[config.mk]
export PLATFORM = sky130hd
export DESIGN_NAME = add_round_key_stage
export DESIGN_NICKNAME = d
export VERILOG_FILES = /design/src/rtl/add_round_key_stage.sv
export SDC_FILE = /design/constraint.sdc
export NUM_CORES = 1
export LEC_CHECK = 0
export ABC_CLOCK_PERIOD_IN_PS = 4300
export CAP_MARGIN = 20
export CORE_AREA = 2 2 158 160
export DETAILED_ROUTE_END_ITERATION = 10
export DIE_AREA = 0 0 160 162
export PLACE_DENSITY = 0.88
export SETUP_SLACK_MARGIN = 0.3
export SLEW_MARGIN = 15
export SYNTH_ARGS = -nofsm -noshare
export SYNTH_HDL_FRONTEND = slang
export SYNTH_SLANG_ARGS = --single-unit
export TNS_END_PERCENT = 20
[constraint.sdc]
create_clock -name clk -period 4.3 [get_ports clk]
set_input_delay 0.645 -clock clk [delete_from_list [all_inputs] [get_ports clk]]
set_output_delay 0.645 -clock clk [all_outputs]
set_load 0.01 [all_outputs]
[src/rtl/add_round_key_stage.sv]
// Registered AddRoundKey stage: S1 holds a beat while its round key is read,
// OUT holds state ^ key on a valid/ready output.
module ark_lane #(
    parameter int VEC_W = 8
) (
    input  logic [VEC_W-1:0] a,
    input  logic [VEC_W-1:0] b,
    output logic [VEC_W-1:0] y
);
    assign y = a ^ b;
endmodule

module add_round_key_stage #(
    parameter int NR  = 10,
    parameter int RKW = 4
) (
    input  logic           clk,
    input  logic           rst,
    input  logic           in_valid,
    output logic           in_ready,
    input  logic [127:0]   in_state,
    input  logic           in_first,
    output logic [RKW-1:0] rk_addr,
    input  logic [127:0]   rk_data,
    output logic           out_valid,
    input  logic           out_ready,
    output logic [127:0]   out_state,
    output logic [RKW-1:0] out_round,
    output logic           out_last
);
    localparam int NUM_LANES = 16;
    localparam int VEC_W     = 8;
    localparam logic [RKW-1:0] LAST_RND = RKW'(NR);

    typedef struct packed {
        logic [NUM_LANES-1:0][VEC_W-1:0] state;
        logic [RKW-1:0]                  round;
    } beat_t;

    beat_t                           s1_q;
    logic                            s1_valid;
    logic [RKW-1:0]                  rc;
    logic [RKW-1:0]                  beat_round;
    logic                            in_fire;
    logic                            s1_adv;
    logic [NUM_LANES-1:0][VEC_W-1:0] rk_lanes;
    logic [NUM_LANES-1:0][VEC_W-1:0] xor_res;

    assign beat_round = in_first ? '0 : rc;
    assign s1_adv     = s1_valid & (~out_valid | out_ready);
    assign in_ready   = ~rst & (~s1_valid | s1_adv);
    assign in_fire    = in_valid & in_ready;
    // Hold the address on S1's round while it stalls so rk_data stays matched.
    assign rk_addr    = rst ? '0 : (in_fire ? beat_round : s1_q.round);
    assign rk_lanes   = rk_data;

    for (genvar g = 0; g < NUM_LANES; g++) begin : g_lane
        ark_lane #(.VEC_W(VEC_W)) u_lane (
            .a (s1_q.state[g]),
            .b (rk_lanes[g]),
            .y (xor_res[g])
        );
    end

    always_ff @(posedge clk) begin
        if (rst) begin
            s1_valid  <= 1'b0;
            s1_q      <= '0;
            rc        <= '0;
            out_valid <= 1'b0;
            out_state <= '0;
            out_round <= '0;
            out_last  <= 1'b0;
        end else begin
            if (in_fire) begin
                s1_q.state <= in_state;
                s1_q.round <= beat_round;
                rc         <= (beat_round == LAST_RND) ? '0 : beat_round + 1'b1;
            end
            s1_valid  <= in_fire | (s1_valid & ~s1_adv);
            out_valid <= s1_adv | (out_valid & ~out_ready);
            if (s1_adv) begin
                out_state <= xor_res;
                out_round <= s1_q.round;
                out_last  <= (s1_q.round == LAST_RND);
            end
        end
    end
endmodule

## Yosys cells after proc, flatten, opt, wreduce, memory -nomap -nowiden

Cells that the tools add are included.

| storage, ports and cells | value |
|---|---|
| flip-flop bits (word level) | 271 |
| bits of input ports | 261 |
| output and inout bits | 139 |

| cells by class | value |
|---|---|
| add/sub/neg operators | 1 |
| equality and inequality tests | 2 |
| mux-type cells | 4 |
| bitwise logic cells | 30 |

Operator list:

| operator | count |
|---|---|
| $xor 8x8->8 | 16 |
| $mux 4 | 4 |
| $eq 4x4->1 const B | 2 |
| $and 1x1->1 | 5 |
| $not 1->1 | 5 |
| $add 4x1->4 const B | 1 |
| $or 1x1->1 | 4 |

## Longest topological paths before layout

Gate-level depths: netlist (run 1).

| depth | value |
|---|---|
| word-level depth | 8 |
| mapped depth | 7 |
| mapped depth without buffers | 4 |

## Modules after synthesis

Synthesis (run 1) repeated with hierarchy kept, for this count alone.

| unflattened totals | value |
|---|---|
| cell total of the unflattened synthesis | 1320 |
| area total of the unflattened synthesis | 10901.7 um^2 |

Modules (own cells, without submodules):

| module | times used | cells each | area each (um^2) | seq. area each (um^2) |
|---|---|---|---|---|
| add_round_key_stage | 1 | 1192 | 9780.6 | 5425.2 |
| ark_lane | 16 | 8 | 70.1 | 0.0 |

## Least setup slack after synthesis (run 1)

No wires, ideal clock.

| path | value |
|---|---|
| path type | input to output |
| start | input out_ready |
| end | output rk_addr[2] |
| data arrival time | 1.727 ns |
| required time | 3.655 ns |
| path slack | 1.928 ns |
| stages | 4 |
| cell sequence | and3b_1 -> or3b_4 -> buf_2 -> o31ai_1 |

| on the way | value |
|---|---|
| cells in the longest elaborated chain, start to end | 7 |

Ends and longest elaborated chain:

| item | RTL line | text |
|---|---|---|
| from (decl) | 26 | `input logic out_ready,` |
| $or 1x1->1 | 50 | `assign s1_adv = s1_valid & (~out_valid \| out_ready);` |
| $and 1x1->1 | 50 |  |
| $or 1x1->1 | 51 | `assign in_ready = ~rst & (~s1_valid \| s1_adv);` |
| $and 1x1->1 | 51 |  |
| $and 1x1->1 | 52 | `assign in_fire = in_valid & in_ready;` |
| $mux 4 (2 in series) | 54 | `assign rk_addr = rst ? '0 : (in_fire ? beat_round : s1_q.round);` |
| to (decl) | 23 | `output logic [RKW-1:0] rk_addr,` |

No other way between the ends.

## Final worst setup path (run 1)

Same ends and word-level chain as after synthesis.

==> flow_summary.ini, run 1 <==
[run_status]
status = complete, no violations

[final_layout]
layout_common_cells = clkdlybuf4s50_1 (398), nand2_1 (271), dfxtp_1 (271), nor2_1 (133), nand3b_1 (132)
final_util_pct = 64.94
post-route-cell-area_sq_mm = 0.01565
drive_gt1_share_pct = 3.404
area_growth_pct = 45.85
layoutNonFillerInstCount = 1882
finalNetCount = 1798
layout_commonest_cell = clkdlybuf4s50_1

[global_routing]
antenna_found_initial = 1
grt_pass1_vias = 9300
grt_max_degree = 204
gr-total-overflow = 0
grt_usage_pct = 22.83
grt_first_pass_wirelength_um = 48300

[clock_network]
htreeDepth = 1
cts_tree = built
clk_pin_slew_ns = 0.06
clock_path_buffers = 3
cts_resized = 0
cts_root_buf = clkbuf_16
hold_buffers = 0
cts_setup_buffers = 0
clock-sinks = 271
numCtsBuffers = 28
clock_latency_ns = 0.54

[route]
antenna_left = 0
routedWlPerCell_um = 16.48
vias = 9416
first_pass_iters = 4
via_per_inst = 5.003
drc = 0
drt_iter0_drc = 512
routed_wl_um = 31020

[timing]
post-route-period-util_pct = 82.95
fmax_mhz = 280.4
fin_skew_ns = 0.01392
rsz0062_at_grt = false
drv_slew = 0
hold_viol_final = 0
min_period_ns = 3.567
tightestPinTransition_ns = 0.9109
tns_ns = 0
slew_headroom_pct = 39.27
layout_setup_ws_ns = 0.7331
setup_viol = 0

[synth]
yosysUniqueCellTypes = 26
syn-instance-count = 1192
syn-cell-area_sq_mm = 0.01073
yosysWarnings = 0
muxShareOfSynthArea_pct = 0
synth_compound_area_share_pct = 10.12
synth-xor-area-share_pct = 10.45
ys_seq_elements = 271
syn-num-nets = 1453
yosys.area_share.simple_pct = 24.28
synth_top_family_by_area = simple AND/OR/NAND/NOR gates
yosysSeqAreaShare_pct = 50.55
syn_avg_cell_area_sq_um = 9.004
synthAdderAreaFrac_pct = 0

[pwr]
clkPwrFrac_pct = 38.5
p_comb_share_pct = 16.0
seq_power_share_pct = 45.6
intPower_w = 0.004681
power.density_mw_per_mm2 = 393.6
ir_drop_v = 0.0002784
netSwitchingFraction_pct = 24.03
p_leak_nw = 5.982
p_sw_w = 0.001481

[placed_design]
place_ws_ns = 0.7557
placedInstanceArea_sq_mm = 0.01474
hpwl_um = 21120
dpl.cell_count = 1831
routabilityCongestion = 0.8247
portBuffers = 399

[floorplanning]
die_x_um = 160
fp-row-count = 57
die_h_um = 162
io_pins = 400
die_area_sq_mm = 0.02592
core_sq_mm = 0.02411
initial_core_util_pct = 44.52

[setup_path]
cp_max_fo = 41
endpoint_kind = output port
r2r_start = s1_valid
critPathRequiredTime_ns = 3.65
worstReg2RegEnd = s1_q[36]
worstPathArrival_ns = 2.92
criticalPathCategory = in -> out
reg2reg_setup_slack_ns = 1.74
worst_setup_path_start_kind = primary input
r2r_cells = 6

[hold_path]
hold_end = out_round[3]
hp-class = reg -> reg
min-delay-start = out_round[3]
hold_path_depth = 2

[flow_run]
cap_violations = 0
[cell families after synthesis]
family,count (synthesis)
xor+xnor,128
compound gates,150
simple gates,550
buf+inv,93
flops,271
[power by group through the flow]
stage | combinational (W) | sequential [W] | clock [W]
floorplan | 0.000433 | 0.00289 | 0
finish | 0.000983 | 0.00281 | 0.00237
global route | 0.00106 | 0.00283 | 0.00254
global placement | 0.000963 | 0.00285 | 0
CTS | 0.000990 | 0.00281 | 0.00242
detailed placement | 0.000981 | 0.00286 | 0
[cells in the mapped netlist]
master / instances / area [sq um]
a211oi_1: 128 / 960.9
a21oi_1: 14 / 70.07
a221oi_1: 2 / 17.52
and2_1: 1 / 6.260
and3b_1: 1 / 8.760
and4b_1: 1 / 10.01
buf_2: 32 / 160.2
buf_4: 2 / 15.01
buf_6: 13 / 146.4
clkbuf_1: 44 / 165.2
dfxtp_1: 271 / 5425
inv_1: 2 / 7.510
nand2_1: 271 / 1017
nand2b_1: 1 / 6.260
nand3_1: 1 / 5.000
nand3b_1: 132 / 991.0
nor2_1: 133 / 499.2
nor2b_1: 3 / 18.77
nor3_1: 3 / 15.01
nor3b_1: 1 / 7.510
nor4bb_1: 1 / 10.01
o21ai_0: 1 / 5.000
o21ai_1: 2 / 10.01
o31ai_1: 3 / 22.52
or3b_4: 1 / 11.26
xnor2_1: 128 / 1121
[stage by stage]
stage | hold WS [ns] | power, W
after floorplan | 0.4400 | 0.003319
after CTS | 0.4555 | 0.006219
after global placement | 0.4405 | 0.003814
after global routing | 0.4779 | 0.006428
final | 0.4515 | 0.006162
after detailed placement | 0.4483 | 0.003840
[sequential cells by signal, summed over array words and instances, names as in the netlist]
signal / count
out_last: 1
out_round: 4
out_state: 128
out_valid: 1
rc: 4
s1_q: 132
s1_valid: 1
[critical path, cell delays in order]
cell             delay (ns)
clkdlybuf4s50_1        0.48
and3b_1                0.27
or3b_4                 0.62
o31ai_1                0.31
clkdlybuf4s50_1        0.60
[worst max-delay path by stage]
stage | startpoint | end | slack [ns] | depth (start not counted)
6_report | out_ready | rk_addr[2] | 0.73 | 5
5_1_grt | out_ready | rk_addr[2] | 0.62 | 5
4_1_cts | out_ready | rk_addr[2] | 0.72 | 5
3_5_place_dp | out_ready | rk_addr[2] | 0.76 | 5
3_3_place_gp | out_ready | rk_addr[2] | 0.82 | 5
2_1_floorplan | out_ready | rk_addr[2] | 1.93 | 4
[routing by layer]
layer / track usage, % / part of all wire, % / up-vias
met5: 0 / 0 / -
met4: 11.06 / 4.6 / 0
met3: 5.644 / 7.3 / 88
met2: 38.45 / 47 / 347
met1: 27.48 / 41 / 4323
li1: - / - / 4658
[area by class of cell]
type / instances / area [sq um]
clock buffer: 44 / 852.1
inverter: 2 / 7.507
multi-input combinational: 828 / 4821
fill: 1896 / 8452
clock inverter: 6 / 55.05
sequential: 271 / 5425
antenna: 1 / 2.502
tap: 324 / 405.4
timing repair buffer: 406 / 4085
No activity file was read; power rests on OpenSTA's default activity.
==> run 2, diff against run 1 <==
--- a/config.mk
+++ b/config.mk
@@ -5,12 +5,12 @@
 export SDC_FILE = /design/constraint.sdc
 export NUM_CORES = 1
 export LEC_CHECK = 0
-export ABC_CLOCK_PERIOD_IN_PS = 4300
+export ABC_CLOCK_PERIOD_IN_PS = 2930
 export CAP_MARGIN = 20
-export CORE_AREA = 2 2 158 160
+export CORE_MARGIN = 2
+export CORE_UTILIZATION = 40
 export DETAILED_ROUTE_END_ITERATION = 10
-export DIE_AREA = 0 0 160 162
-export PLACE_DENSITY = 0.88
+export PLACE_DENSITY = 0.84
 export SETUP_SLACK_MARGIN = 0.3
 export SLEW_MARGIN = 15
 export SYNTH_ARGS = -nofsm -noshare
==> constraint.sdc (replaced) <==
create_clock -name clk -period 2.93 [get_ports clk]
set_input_delay 0.4395 -clock clk [delete_from_list [all_inputs] [get_ports clk]]
set_output_delay 0.4395 -clock clk [all_outputs]
set_load 0.01 [all_outputs]
==> flow_summary.ini, run 2 (synthesized netlist as in run 1, its figures left out) <==
[route]
wl_met2_um = 14880
routed_wl_um = 31350
met3_length_um = 2088
vias = 9416
first_pass_iters = 4
drt_iter0_drc = 663
drc = 0
routedWlPerCell_um = 16.44
highest-signal-layer = met4
via_per_inst = 4.938
met1_length_um = 12870
antenna_left = 0

[floorplanning]
die_area_sq_mm = 0.02816
initial_core_util_pct = 40.95
io_pins = 400
core_sq_mm = 0.02621
die_x_um = 167.8
fp-row-count = 59
die_h_um = 167.8

[final_layout]
multiInputGateArea_sq_mm = 0.004830
area_growth_pct = 47.55
diodes = 0
layout_common_cells = clkdlybuf4s50_1 (394), nand2_1 (271), dfxtp_1 (271), nor2_1 (133), nand3b_1 (132)
layout_commonest_cell = clkdlybuf4s50_1
fillCellCount = 2136
post-route-cell-area_sq_mm = 0.01584
drive_gt1_share_pct = 4.835
final_util_pct = 60.43
largest_reg_flops = 132
layoutNonFillerInstCount = 1907
finalNetCount = 1811
top_regs = s1_q: 132 flops, out_state: 128 flops
top_register = s1_q
seq_area_sq_mm = 0.005425

[hold_path]
min-delay-start = rst
hp-class = in -> reg
hold_end = out_valid
hold_path_depth = 2

[setup_path]
worstPathArrival_ns = 2.24
endpoint_kind = output port
critPathRequiredTime_ns = 2.49
r2r_start = s1_valid
crit_buf_inv = 2
critPathSlowestCell = clkdlybuf4s50_1
worstReg2RegEnd = s1_q[12]
cp_cell_sequence = clkdlybuf4s50_1, and3b_1, or3b_4, o31ai_2, dlygate4sd2_1
r2r_cells = 6
reg2reg_setup_slack_ns = 0.87
critPathTopFamily = buffers and inverters
worst_setup_path_start_kind = primary input
cpPeakStageDelay_ns = 0.48
cp_max_fo = 11
criticalPathCategory = in -> out

[timing]
post-route-period-util_pct = 91.33
fin_skew_ns = 0.008669
drv_slew = 0
slew_headroom_pct = 32.24
hold_viol_final = 0
setup_viol = 0
rsz0062_at_grt = true
whs_ns = 0.1971
fmax_mhz = 373.7
min_period_ns = 2.676
tightestPinTransition_ns = 1.016

[clock_network]
clock_path_buffers = 3
hold_buffers = 0
htreeDepth = 1
cts_root_buf = clkbuf_16
clk_pin_slew_ns = 0.06
cts_tree = built
numCtsBuffers = 29
clock_latency_ns = 0.53
clock-sinks = 271

[placed_design]
hpwl_um = 21530
routabilityCongestion = 0.8108
placedInstanceArea_sq_mm = 0.01484
portBuffers = 399
dpl.cell_count = 1854

[global_routing]
grt_usage_pct = 21.60
gr-total-overflow = 0
grt_pass1_vias = 9495
grt_first_pass_wirelength_um = 50010
antenna_found_initial = 0
grt_max_degree = 108

[pwr]
power.total_w = 0.009350
power.density_mw_per_mm2 = 590.4
p_leak_nw = 6.108
ir_drop_v = 0.0004814

[run_status]
status = complete, no violations

[flow_run]
cap_violations = 0
-- run 2: cell count changes in the layout (fill, tap and decap cells not counted), sizes merged, moves of 3 or more --
| cell | delta |
|---|---|
| bufinv | +3 |
| clkinv | +6 |
| clkbuf | -9 |
| buf | +12 |
| dlygate4sd2 | +3 |
| clkdlybuf4s50 | -4 |
| clkinvlp | +3 |
-- run 2: timing repair --
item | in CTS | in global routing
buffers inserted | 0 | 0
hold endpoints to repair | 0 | 0
cloned | 0 | 0
setup endpoints to repair | 4 | 4
resized for setup | 5 | 1
-- run 2: per-layer routing --
layer | up-vias | track usage [%]
met3 | 94 | 4.607
met5 | - | 0
li1 | 4679 | -
met4 | 0 | 9.716
met1 | 4323 | 26.64
met2 | 320 | 36.35
-- run 2: how the worst max path moves through the flow --
stage,start,to,slack (ns),cells after the start
detailed placement,out_ready,rk_addr[2],-0.15,5
global route,out_ready,rk_addr[2],0.17,5
global placement,out_ready,rk_addr[2],-0.14,5
finish,out_ready,rk_addr[2],0.25,5
floorplan,out_ready,rk_addr[2],0.97,4
CTS,out_ready,rk_addr[1],0.07,7
-- run 2: power breakdown --
group	switching [W]	internal [W]	total [W]	leakage, nW
clock network	0.00151	0.00227	0.00378	0.489
registers	0.000166	0.00395	0.00412	2.24
logic	0.000601	0.000853	0.00145	3.38
total	0.00228	0.00707	0.00935	6.11
-- run 2: area by class of cell --
type / instances / area share [%]
Clock buffer: 35 / 4.977
Multi-Input combinational cell: 828 / 30.50
Sequential cell: 271 / 34.26
Timing Repair Buffer: 418 / 26.28
Inverter: 2 / 0.04740
Clock inverter: 18 / 1.296
Tap cell: 335 / 2.647
-- run 2: metrics by stage --
step	setup WS (ns)	TNS (ns)
after CTS	0.06893	0
final	0.2540	0
after global routing	0.1726	0
after global placement	-0.1364	-0.1364
after floorplan	0.9693	0
after detailed placement	-0.1454	-0.1454
